[config.mk]
export PLATFORM = sky130hd
export DESIGN_NAME = tdc_tap_capture
export DESIGN_NICKNAME = d
export VERILOG_FILES = /design/src/rtl/tdc_tap_capture.sv
export SDC_FILE = /design/constraint.sdc
export NUM_CORES = 1
export LEC_CHECK = 0
export ABC_AREA = 1
export BUFFER_PORTS_ARGS = -buffer_cell sky130_fd_sc_hd__buf_4
export CAP_MARGIN = 20
export CORE_MARGIN = 1
export CORE_UTILIZATION = 59
export CTS_CLUSTER_DIAMETER = 60
export DETAILED_ROUTE_END_ITERATION = 12
export GPL_TIMING_DRIVEN = 0
export MAX_ROUTING_LAYER = met4
export PLACE_DENSITY = 0.81
export RECOVER_POWER = 100
export SYNTH_ARGS = -nofsm -noshare
export SYNTH_HDL_FRONTEND = slang
export SYNTH_SLANG_ARGS = --single-unit
[constraint.sdc]
create_clock -name iClk -period 2.3 [get_ports iClk]
set_input_delay 0.345 -clock iClk [delete_from_list [all_inputs] [get_ports iClk]]
set_output_delay 0.345 -clock iClk [all_outputs]
set_load 0.03 [all_outputs]
[src/rtl/tdc_tap_capture.sv]
// ---------------------------------------------------------------------------
// tdc_tap_capture
//   Front end of a delay-line TDC. It double-registers the raw tap flops and
//   detects a hit on the first cycle the synchronised word leaves zero. It
//   then captures that thermometer word together with a free-running coarse
//   timestamp and holds both for a downstream decoder with a valid/ready
//   handshake. After a hit is accepted, a dead-time window follows. Hits
//   seen while a word is pending or during the dead window are dropped and
//   reported on oMissed.
//
// Ports
//   iClk     in   clock, rising edge
//   iRstn    in   asynchronous active-low reset
//   iTaps    in   [NUM]       raw tap flop outputs, bit 0 nearest line entry
//   iArm     in   level, enables hit capture
//   iReady   in   decoder accepts the current word
//   oFF      out  [NUM]       captured thermometer word (unmodified)
//   oCoarse  out  [COARSE_W]  coarse count in the hit-detect cycle
//   oValid   out  oFF/oCoarse hold a hit not yet accepted
//   oBusy    out  high in HOLD and DEAD
//   oMissed  out  one-cycle pulse when a hit is dropped
// ---------------------------------------------------------------------------
module tdc_tap_capture #(
    parameter int NUM      = 12,
    parameter int COARSE_W = 16,
    parameter int DEAD     = 4
) (
    input  logic                iClk,
    input  logic                iRstn,
    input  logic [NUM-1:0]      iTaps,
    input  logic                iArm,
    input  logic                iReady,
    output logic [NUM-1:0]      oFF,
    output logic [COARSE_W-1:0] oCoarse,
    output logic                oValid,
    output logic                oBusy,
    output logic                oMissed
);

    // The dead counter must hold DEAD-1. It keeps at least one bit so that
    // DEAD of 0 or 1 still elaborates.
    localparam int DW = (DEAD > 1) ? $clog2(DEAD) : 1;
    localparam logic [DW-1:0] DEAD_LD = (DEAD > 0) ? DW'(DEAD - 1) : '0;

    typedef enum logic [1:0] {
        S_IDLE  = 2'd0,
        S_ARMED = 2'd1,
        S_HOLD  = 2'd2,
        S_DEAD  = 2'd3
    } state_t;

    state_t                state_q;
    logic [NUM-1:0]        s1_q, s2_q;
    logic [COARSE_W-1:0]   cnt_q, cnt_d;
    logic [DW-1:0]         dcnt_q;
    logic [NUM-1:0]        ff_q;
    logic [COARSE_W-1:0]   coarse_q;
    logic                  valid_q, busy_q, missed_q;
    logic                  hit;
    logic                  blocked;

    // Rising edge of "any tap set" on the synchronised word.
    assign hit     = (|s1_q) && !(|s2_q);
    // A hit is dropped while a word is pending or the line is still settling.
    assign blocked = (state_q == S_HOLD) || (state_q == S_DEAD);
    // Free-running counter. It wraps silently.
    assign cnt_d   = cnt_q + 1'b1;

    always_ff @(posedge iClk or negedge iRstn) begin
        if (!iRstn) begin
            state_q  <= S_IDLE;
            s1_q     <= '0;
            s2_q     <= '0;
            cnt_q    <= '0;
            dcnt_q   <= '0;
            ff_q     <= '0;
            coarse_q <= '0;
            valid_q  <= 1'b0;
            busy_q   <= 1'b0;
            missed_q <= 1'b0;
        end else begin
            s1_q     <= iTaps;
            s2_q     <= s1_q;
            cnt_q    <= cnt_d;
            missed_q <= hit && blocked;

            case (state_q)
                S_IDLE: begin
                    if (iArm) state_q <= S_ARMED;
                end
                S_ARMED: begin
                    // A hit wins over a disarm in the same cycle.
                    if (hit) begin
                        ff_q     <= s1_q;
                        coarse_q <= cnt_q;
                        valid_q  <= 1'b1;
                        busy_q   <= 1'b1;
                        state_q  <= S_HOLD;
                    end else if (!iArm) begin
                        state_q <= S_IDLE;
                    end
                end
                S_HOLD: begin
                    if (valid_q && iReady) begin
                        valid_q <= 1'b0;
                        if (DEAD > 0) begin
                            dcnt_q  <= DEAD_LD;
                            state_q <= S_DEAD;
                        end else begin
                            busy_q  <= 1'b0;
                            state_q <= iArm ? S_ARMED : S_IDLE;
                        end
                    end
                end
                S_DEAD: begin
                    if (dcnt_q == '0) begin
                        busy_q  <= 1'b0;
                        state_q <= iArm ? S_ARMED : S_IDLE;
                    end else begin
                        dcnt_q <= dcnt_q - 1'b1;
                    end
                end
                default: state_q <= S_IDLE;
            endcase
        end
    end

    assign oFF     = ff_q;
    assign oCoarse = coarse_q;
    assign oValid  = valid_q;
    assign oBusy   = busy_q;
    assign oMissed = missed_q;

endmodule

==> results.tsv <==
metric	value	unit
first-pass GRT wire length	9240	um
GRT Util Overall	25.8	%
required time of the worst setup path	2.54	ns
unrepaired setup endpoints after global routing	false	
failing checks	design-rule violations, max-capacitance violations, max-slew violations	
P&R area growth vs syn	18.2	%
share of post-route cells with drive strength above 1	11.2	%
post-CTS setup buffer count	0	
initial DRC count	172	
post-CTS sizing	0	
CTS H-tree depth	3	
I/O Pins	47	
Power Density	806	mW/mm^2
Routed WL	5400	um
Static Leak	1.69	nW
die width	71.0	um
Internal Dissipation	2.05	mW
Cell variety after synth	23	
element type at the critical path end	register	
Setup CP Type	register to register	
CTS tree	yes	
Synth area leaders	dfrtp_1, nand2_1, inv_1	
max-slew violations	76	
Slew headroom	-18.8	%
grt total ovfl	0	
Sw Share	23.2	%
commonest non-fill, non-tap cell in the layout	nand2_1	
fmax	0.582	GHz
Net count, final	353	
status	finished, violations left	
wire per inst	13.8	um
max_cap viols	1	
Net Count, Synth	296	
hold crit path type	input port to register	
Clk pwr share	43.6	%
Yosys Warn Count	0	
Placer Congestion	0.819	
register area share after synthesis	66.9	%
Core Rows	24	
Final min period	1.72	ns
DR pass1 iterations	8	
biggest area consumer among synthesized cells	dfrtp_1	
Synth Area per Inst	10.1	um^2
final setup fails	0	
share of the synthesized area in the top cell type	66.9	%
vias in the first global route	2015	
Post-Synthesis Cells	278	
core area	0.00447	mm^2
layout filler cell count	346	
DRC	3	
final worst-path cycle share	74.7	%
worst path arrival time	1.95	ns
die area	0.00504	mm^2
Tightest Pin Transition	1.78	ns
Vias/cell	5.10	
Sequential Power Share	51.7	%
Fin Clk Skew	0.0108	ns
cts bufs inserted	9	
number of register bits inferred by synthesis	75	
CTS Root Buffer Type	clkbuf_8	
Max Buffers Root-to-Sink	2	
worst-path fanout max	3	
hold slack final	0.114	ns
pin count of the biggest net entering global routing	76	
# port buffers	46	
DP HPWL	3680	um
vias	1999	
Combinational Power Share	4.7	%
Hold Buf Count CTS	0	
sw power	621	uW
setup TNS	0	ns
initial antenna violation count	0	
Worst IR Drop VDD	0.000533	V
Initial Utilization	62.7	%
Final Hold Vio Count	0	
Clock Sinks	75	
startpoint types	register	
most frequent cells in the layout	nand2_1, dfrtp_1, clkbuf_1	
Clock transition at path regs	0.08	ns
n_diodes	0	
Final ANT Viol Nets	0	
clock network latency to the later pin of the worst-skew pair	0.35	ns
Mapped Area	0.00281	mm^2
Die Y-Extent	71.0	um
[flip-flops by register name, summed over array words and instances, names as in the netlist, named ones only]
signal and cells:
state_q 1, oFF 12, oCoarse 16, s1_q 12, oValid 1, oBusy 1, s2_q 12, cnt_q 16
oMissed 1, dcnt_q 2
[per-layer routing]
layer  vias to the layer above  track usage, %  share of wire (%)
li1                        968               -                  -
met1                       969            31.4                 45
met2                        50            40.3                 48
met3                        12            9.12                4.9
met4                         0            9.33                1.9
met5                         -               -                  0
[power by group through the flow]
| stage | combinational [mW] | sequential, mW | clock (mW) |
|---|---|---|---|
| floorplan | 0.0619 | 1.41 | 0 |
| global placement | 0.129 | 1.41 | 0 |
| detailed placement | 0.133 | 1.41 | 0 |
| CTS | 0.134 | 1.38 | 1.18 |
| global route | 0.148 | 1.39 | 1.23 |
| finish | 0.127 | 1.38 | 1.16 |
[cell usage after synthesis]
| cell | number |
|---|---|
| a21oi_1 | 4 |
| buf_2 | 3 |
| buf_4 | 1 |
| buf_6 | 1 |
| dfrtp_1 | 75 |
| ha_1 | 2 |
| inv_1 | 27 |
| inv_2 | 1 |
| inv_4 | 1 |
| nand2_1 | 94 |
| nand2_2 | 1 |
| nand3_1 | 5 |
| nand3_4 | 1 |
| nand4_1 | 1 |
| nor2_1 | 23 |
| nor2_2 | 2 |
| nor2_4 | 1 |
| nor3_1 | 5 |
| nor3_2 | 1 |
| o21ai_0 | 5 |
| o21ai_1 | 13 |
| xnor2_1 | 2 |
| xor2_1 | 9 |
[cell type report]
class	instances	area (um^2)	share of cell area, %
Inverter	29	111	3.36
Clock inverter	6	95.1	2.87
Multi-Input combinational cell	169	779	23.5
Tap cell	52	65.1	1.96
Clock buffer	10	138	4.15
Timing Repair Buffer	46	226	6.83
Buffer	5	26.3	0.792
Sequential cell	75	1880	56.6
[kinds of logic (layout without fill, tap and decap cells)]
logic type / count (synthesis) / after routing / share of synthesized area, %
AOI/OAI and AO/OA: 22 / 22 / 3.92
xor gates and xnor gates: 11 / 11 / 3.43
adders and majority gates: 2 / 2 / 0.892
buffers and inverters: 34 / 96 / 5.17
DFF: 75 / 75 / 66.9
and+or+nand+nor: 134 / 134 / 19.7
[worst max-delay path, cell delays in order, from the launching register on]
cell     delay [ns]
dfrtp_1        0.39
ha_1           0.20
nand2_1        0.07
nor2_1         0.25
nand2_1        0.14
nor2_1         0.21
nand2_2        0.11
o21ai_1        0.15
nand2_1        0.08
[path summary, 6_finish.rpt]
kind                       cells after the start  slack [ns]  startpoint          end
min in group asynchronous                      1        0.47       iRstn      s2_q[4]
max in group asynchronous                      1        0.78       iRstn  oCoarse[12]
setup / recovery                               8        0.58    cnt_q[0]    cnt_q[14]
hold reg to reg                                0        0.39     s1_q[8]      s2_q[8]
hold / removal                                 1        0.11    iTaps[2]      s1_q[2]
setup reg to reg                               8        0.58    cnt_q[0]    cnt_q[14]
[stage by stage]
stage	std cells	util, %	instance area [um^2]	power, mW	setup WS, ns
after CTS	392	77.1	3450	2.69	0.729
after global placement	376	71.9	3220	1.53	0.864
final	392	74.2	3320	2.67	0.583
after detailed placement	376	71.9	3220	1.54	0.803
after global routing	392	74.2	3320	2.76	0.367
after floorplan	278	-	2810	1.47	1.01
Power figures use the tool's default switching activity.
